$ cat src/rtl/result_packer.sv
// rtl/result_packer.sv - packs conv_pool byte results into 128-bit masked lines
// and queues them for the result memory behind a small FIFO.
module result_packer #(
  parameter int ADDR_W     = 16,
  parameter int TOTAL      = 65025,
  parameter int FIFO_DEPTH = 4
) (
  input  logic              clk,
  input  logic              rst,
  input  logic              in_we,
  input  logic [ADDR_W-1:0] in_addr,
  input  logic [7:0]        in_y,
  output logic              out_valid,
  input  logic              out_ready,
  output logic [ADDR_W-5:0] out_addr,
  output logic [127:0]      out_data,
  output logic [15:0]       out_mask,
  output logic              frame_done,
  output logic              overflow,
  output logic              addr_err
);
  localparam int PTR_W = (FIFO_DEPTH > 1) ? $clog2(FIFO_DEPTH) : 1;
  localparam int IDX_W = ADDR_W - 4;
  localparam logic [ADDR_W:0]   TOTAL_W   = (ADDR_W+1)'(TOTAL);
  localparam logic [ADDR_W-1:0] LAST_ADDR = ADDR_W'(TOTAL - 1);
  localparam logic [PTR_W:0]    DEPTH_W   = (PTR_W+1)'(FIFO_DEPTH);

  // LAST holds a final line opened by a line change; it is pushed the next cycle
  // because the FIFO takes only one line per edge.
  typedef enum logic [1:0] {IDLE, FILL, LAST, DONE} state_t;
  state_t state;

  logic [IDX_W-1:0] line_idx;
  logic [127:0]     line_data;
  logic [15:0]      line_mask;

  logic [IDX_W-1:0] fifo_idx  [FIFO_DEPTH];
  logic [127:0]     fifo_data [FIFO_DEPTH];
  logic [15:0]      fifo_mask [FIFO_DEPTH];
  logic [PTR_W-1:0] rd_ptr, wr_ptr;
  logic [PTR_W:0]   count;

  logic             accept, same_line, is_last, complete;
  logic [IDX_W-1:0] byte_idx;
  logic [3:0]       byte_off;
  logic [127:0]     merged_data;
  logic [15:0]      merged_mask;
  logic             push, push_ok, pop, full;
  logic [IDX_W-1:0] push_idx;
  logic [127:0]     push_data;
  logic [15:0]      push_mask;

  assign byte_idx  = in_addr[ADDR_W-1:4];
  assign byte_off  = in_addr[3:0];
  assign accept    = in_we && ({1'b0, in_addr} < TOTAL_W) && (state == IDLE || state == FILL);
  assign same_line = (state == FILL) && (byte_idx == line_idx);
  assign is_last   = (in_addr == LAST_ADDR);

  always_comb begin
    merged_data = same_line ? line_data : '0;
    merged_mask = same_line ? line_mask : '0;
    merged_data[{byte_off, 3'b000} +: 8] = in_y;
    merged_mask[byte_off] = 1'b1;
  end

  assign complete = (merged_mask == 16'hFFFF) || is_last;

  always_comb begin
    push      = 1'b0;
    push_idx  = line_idx;
    push_data = line_data;
    push_mask = line_mask;
    if (state == LAST) begin
      push = 1'b1;
    end else if (accept) begin
      if (state == FILL && !same_line) begin
        push = 1'b1;
      end else if (complete) begin
        push      = 1'b1;
        push_idx  = byte_idx;
        push_data = merged_data;
        push_mask = merged_mask;
      end
    end
  end

  assign out_valid = (count != '0);
  assign full      = (count == DEPTH_W);
  assign pop       = out_valid && out_ready;
  assign push_ok   = push && (!full || pop);

  assign out_addr = out_valid ? fifo_idx[rd_ptr]  : '0;
  assign out_data = out_valid ? fifo_data[rd_ptr] : '0;
  assign out_mask = out_valid ? fifo_mask[rd_ptr] : '0;

  always_ff @(posedge clk) begin
    if (push_ok) begin
      fifo_idx[wr_ptr]  <= push_idx;
      fifo_data[wr_ptr] <= push_data;
      fifo_mask[wr_ptr] <= push_mask;
    end
  end

  always_ff @(posedge clk) begin
    if (rst) begin
      state      <= IDLE;
      line_idx   <= '0;
      line_data  <= '0;
      line_mask  <= '0;
      rd_ptr     <= '0;
      wr_ptr     <= '0;
      count      <= '0;
      frame_done <= 1'b0;
      overflow   <= 1'b0;
      addr_err   <= 1'b0;
    end else begin
      if (in_we && !accept) addr_err <= 1'b1;
      if (push && !push_ok) overflow <= 1'b1;
      if (push_ok) wr_ptr <= wr_ptr + PTR_W'(1);
      if (pop) rd_ptr <= rd_ptr + PTR_W'(1);
      unique case ({push_ok, pop})
        2'b10:   count <= count + (PTR_W+1)'(1);
        2'b01:   count <= count - (PTR_W+1)'(1);
        default: ;
      endcase
      if (state == DONE && count == '0) frame_done <= 1'b1;

      case (state)
        LAST: begin
          state     <= DONE;
          line_idx  <= '0;
          line_data <= '0;
          line_mask <= '0;
        end
        IDLE, FILL: begin
          if (accept) begin
            if (complete && (state == IDLE || same_line)) begin
              state     <= is_last ? DONE : IDLE;
              line_idx  <= '0;
              line_data <= '0;
              line_mask <= '0;
            end else begin
              state     <= is_last ? LAST : FILL;
              line_idx  <= byte_idx;
              line_data <= merged_data;
              line_mask <= merged_mask;
            end
          end
        end
        default: ;
      endcase
    end
  end
endmodule

$ cat config.mk
export PLATFORM = sky130hd
export DESIGN_NAME = result_packer
export DESIGN_NICKNAME = d
export VERILOG_FILES = /design/src/rtl/result_packer.sv
export SDC_FILE = /design/constraint.sdc
export NUM_CORES = 1
export LEC_CHECK = 0
export BUFFER_PORTS_ARGS = -buffer_cell sky130_fd_sc_hd__buf_4
export CAP_MARGIN = 5
export CELL_PAD_IN_SITES_DETAIL_PLACEMENT = 1
export CELL_PAD_IN_SITES_GLOBAL_PLACEMENT = 2
export CORE_UTILIZATION = 45
export DETAILED_ROUTE_END_ITERATION = 10
export HOLD_SLACK_MARGIN = 0.02
export PLACE_DENSITY_LB_ADDON = 0.1
export SYNTH_ARGS = -nofsm -noshare
export SYNTH_HDL_FRONTEND = slang
export SYNTH_SLANG_ARGS = --single-unit
$ cat constraint.sdc
create_clock -name clk -period 8.71 [get_ports clk]
set_input_delay 1.3065 -clock clk [delete_from_list [all_inputs] [get_ports clk]]
set_output_delay 1.3065 -clock clk [all_outputs]
set_load 0.01 [all_outputs]
==> metrics list <==
- Status: completed
- STA classifies the critical path startpoint as an input pin.
- Summing all non-filler instances in the final layout gives an area of 37,200 sq um.
* Routed via count divided by cell count: 5.88
- Counting flops with an async set or reset pin after synthesis yields a share of 0.
- For this run, the number of Yosys warnings is 0.
* ANT cells: 0
- Number of standard cells after synthesis: 2,006
* WP depth: 11
- Cts bufs inserted: 83
* Kind of end point of the critical path: register
- Entering global routing, the biggest net connects 109 pins.
- Synthesis inferred 794 register bits.
* Setup slack after placement: 2.74 ns
- The worst setup path is of the input pin to register kind.
- After layout, the minimum clock period comes to 5.36 ns.
- Hold timing on the final database bottoms out at a slack of 0.477 ns.
- Derived from the worst setup path, the maximum achievable clock frequency is 187 MHz.
* Vertical extent of the die: 270 microns
- Count of maximum capacitance violations: 0
- Worst Hold Depth: 1
- For met1 alone, demand over resource in global routing was 0.317.
- Psw: 1.80 mW
- Most common library cell in the layout ignoring fill and taps: edfxtp_1
* Main flop type after synthesis: edfxtp_1
- Number of hold buffers added after cts: 0
* Proportion of synthesized chip area in sequential cells: 0.687
* Type of the tightest min-delay check: register to register
* Area delta synth->final: 15.5%
- Worst Skew: 0.0153 ns
- The number of max-slew violations in the final report was 0.
* Synthesized cell area: 32,200 sq um
* Worst EP arrival: 5.61 ns
- The setup check on the worst reg-to-reg path leaves a slack of 3.94 ns.
- Buffers added to address setup during post-CTS repair amount to 0.
- The critical path goes through buf_4 > inv_1 > ha_1 > and4b_1 > a311oi_1 > nor4_1 > nand3_1 > a31oi_4 > a21boi_2 > and2_4 > buf_12.
- Power spread over the standard cell area amounts to 219 nW/um^2.
* Gate family responsible for the most delay along the worst path: simple AND/OR/NAND/NOR gates
- Peak per-stage delay on the critical path: 0.70 ns
- Die Footprint: 72,700 sq um
- Standby leakage power: 12.5 nW
- Port Buf Inserts: 187
* Switching share of power: 0.221
- Critical-path top delay cell: and2_4
- Placement Cell Area: 34,500 sq um
- Worst-skew pair later-pin latency: 0.63 ns
* Combined buffer and inverter count along the critical path: 3
* Post-route core utilization: 0.529
- Peak ir drop on the vdd network: 0.126 mV
- Std cell rows: 97
- For this configuration, the core starts out at a cell density of 0.458.
- After floorplanning, the core was sized to cover 70,400 sq um.
- Average routed wire per standard cell: 26.5 microns
* Fraction of layout instances using a drive strength above 1: 0.243
- Number of detailed-routing iterations run before antenna repair: 5
* Clock transition at the registers of the reported paths: 0.06 ns
- The clock drives 794 sinks.
- Counting flops with a built-in enable in the synthesized netlist gives 624.
- Starting DRC count in detailed routing: 1,664
- Grt peak-use layer: met2
- H-tree depth: 3
- Net total in the final layout: 2,211
* Number of antenna violations at the first check in global routing: 2
- Highest-count cells in the layout ignoring fill and taps: 624 x edfxtp_1, 204 x buf_4, 173 x and2_1, 168 x dfxtp_1, 156 x mux4_2
- First-pass GRT wire length: 127 mm
- The netlist uses 68 different library cells.
* Met2 demand-to-capacity share in global routing: 0.383
- Setup_tns: 0 ns
- Number of global-route vias before repair: 19,700
- STA puts the critical path data required time at 8.96 ns.
- Final HPWL from detailed placement: 54.7 mm
- Clock power share: 0.427
- For this run, design rule violations remaining after detail routing come to 0.
- Worst Reg-to-Reg Cells: 8
* Normalized max-slew margin: 0.183
- Number of placed cells counting well taps: 3,027
- The congestion estimate from routability-driven global placement came to 0.815.
- Power share of the combinational group: 0.066
* Mapped Nets: 2,045
* Fraction of power consumed by sequential logic: 0.507
- Setup violations, final: 0
- A synthesized cell averages 16.1 sq um.
- Non-filler cells in the finished layout: 3,177
* Root buf cell: clkbuf_16
* Global-route congestion overflow total: 0
* Slew @ Worst Pin: 1.22 ns
- Critical path peak fanout: 108
* Setup repair after global routing missed its margin: false
- From left edge to right edge, the die measures 270 microns.
* Total vias in the final route: 18,700
* Sum of routed wire length over all layers: 84.3 mm
- Post-layout power: 8.14 mW
- Total of cells resized after clock tree synthesis: 0
- In this run the count of I/O pins placed on the die edge is 188.
* Total global routing track utilization: 0.232
- Power Internal: 6.34 mW
* Final worst-path setup slack: 3.35 ns
- Final ANT Viol Nets: 0
* Final Hold Vio Count: 0
* Clock tree from TritonCTS: yes
- Maximum root-to-sink buffer count: 3
- Grt met3 use: 0.0325
- In the finished design, the share of the clock period the worst path needs comes to 0.615.
cells in the mapped netlist, drive strengths merged (3+ instances only):
| library cell | n | area (sq um) |
|---|---|---|
| and3 | 9 | 56.3 |
| a21oi | 32 | 175 |
| xor2 | 3 | 26.3 |
| ha | 10 | 125 |
| mux2 | 12 | 135 |
| a32o | 27 | 270 |
| clkbuf | 89 | 335 |
| nand2 | 116 | 438 |
| nor3 | 8 | 45.0 |
| mux4 | 156 | 3510 |
| nand3 | 24 | 120 |
| nand2b | 5 | 31.3 |
| buf | 39 | 185 |
| a31oi | 4 | 40.0 |
| nand4 | 6 | 37.5 |
| and4b | 3 | 30.0 |
| nand3b | 3 | 22.5 |
| a22oi | 13 | 97.6 |
| a311oi | 3 | 26.3 |
| a32oi | 44 | 385 |
| nor2b | 18 | 113 |
| a22o | 140 | 1230 |
| inv | 13 | 48.8 |
| a21o | 6 | 45.0 |
| xnor2 | 14 | 123 |
| o21ai | 101 | 528 |
| nor2 | 97 | 427 |
| and2 | 178 | 1110 |
| a31o | 3 | 26.3 |
| dfxtp | 170 | 3400 |
| edfxtp | 624 | 18700 |
| a211oi | 3 | 27.5 |
| or2 | 3 | 18.8 |
| nor4 | 8 | 80.1 |
state kept, by name, summed over array words and instances, names as in the netlist, named ones only:
register / cells
addr_err: 1
line_data: 128
line_mask: 16
overflow: 1
wr_ptr: 2
count: 3
fifo_idx: 48
rd_ptr: 2
state: 2
frame_done: 1
line_idx: 12
fifo_data: 512
fifo_mask: 64
worst register-to-register path, stage by stage (launching register included):
cell,delay [ns]
dfxtp_1,0.33
xnor2_1,0.20
nand4_1,0.24
nor4_4,0.83
nand3_1,0.36
a31oi_4,0.48
a21boi_2,0.41
and2_4,0.70
buf_12,0.64
per-layer routing:
metal | vias to the layer above | part of all wire
met1 | 9779 | 0.43
met2 | 523 | 0.49
li1 | 8256 | -
met4 | 0 | 0.028
met3 | 135 | 0.046
met5 | - | 0
power by group through the flow:
stage                     clock [mW]  combinational, mW  sequential, mW
after floorplan                    0              0.327            4.20
after global placement             0              0.539            4.21
after detailed placement           0              0.545            4.21
after CTS                       3.56              0.546            4.13
after global routing            3.69              0.575            4.13
final                           3.48              0.535            4.13
worst paths after layout:
kind	end	start
hold reg to reg	line_data[37]$_SDFFE_PP0P_	line_data[37]$_SDFFE_PP0P_
hold / removal	line_data[37]$_SDFFE_PP0P_	line_data[37]$_SDFFE_PP0P_
setup / recovery	fifo_idx[0][10]$_DFFE_PP_	in_addr[0]
setup reg to reg	fifo_idx[0][10]$_DFFE_PP_	line_idx[3]$_SDFFE_PP0P_
area by class of cell:
cell class                 instances  area, sq um
clock buffer                     111         2280
multi-input combinational       1071         9530
timing repair buffer             209         1630
clock inverter                    39          407
sequential                       794        22100
tap                              940         1180
fill                            6611        33200
inverter                          13         50.0
cell families (layout without fill, tap and decap cells):
kind of cell	after synthesis	in the layout	synth area share
AO/OA/AOI/OAI	386	386	0.0910
XOR/XNOR	17	17	0.00462
adder cells (fa/ha/maj)	11	11	0.00450
buffers and inverters	141	372	0.0177
flip-flops	794	794	0.687
multiplexers	169	169	0.114
AND/OR/NAND/NOR	488	488	0.0814
Power figures use the tool's default switching activity.
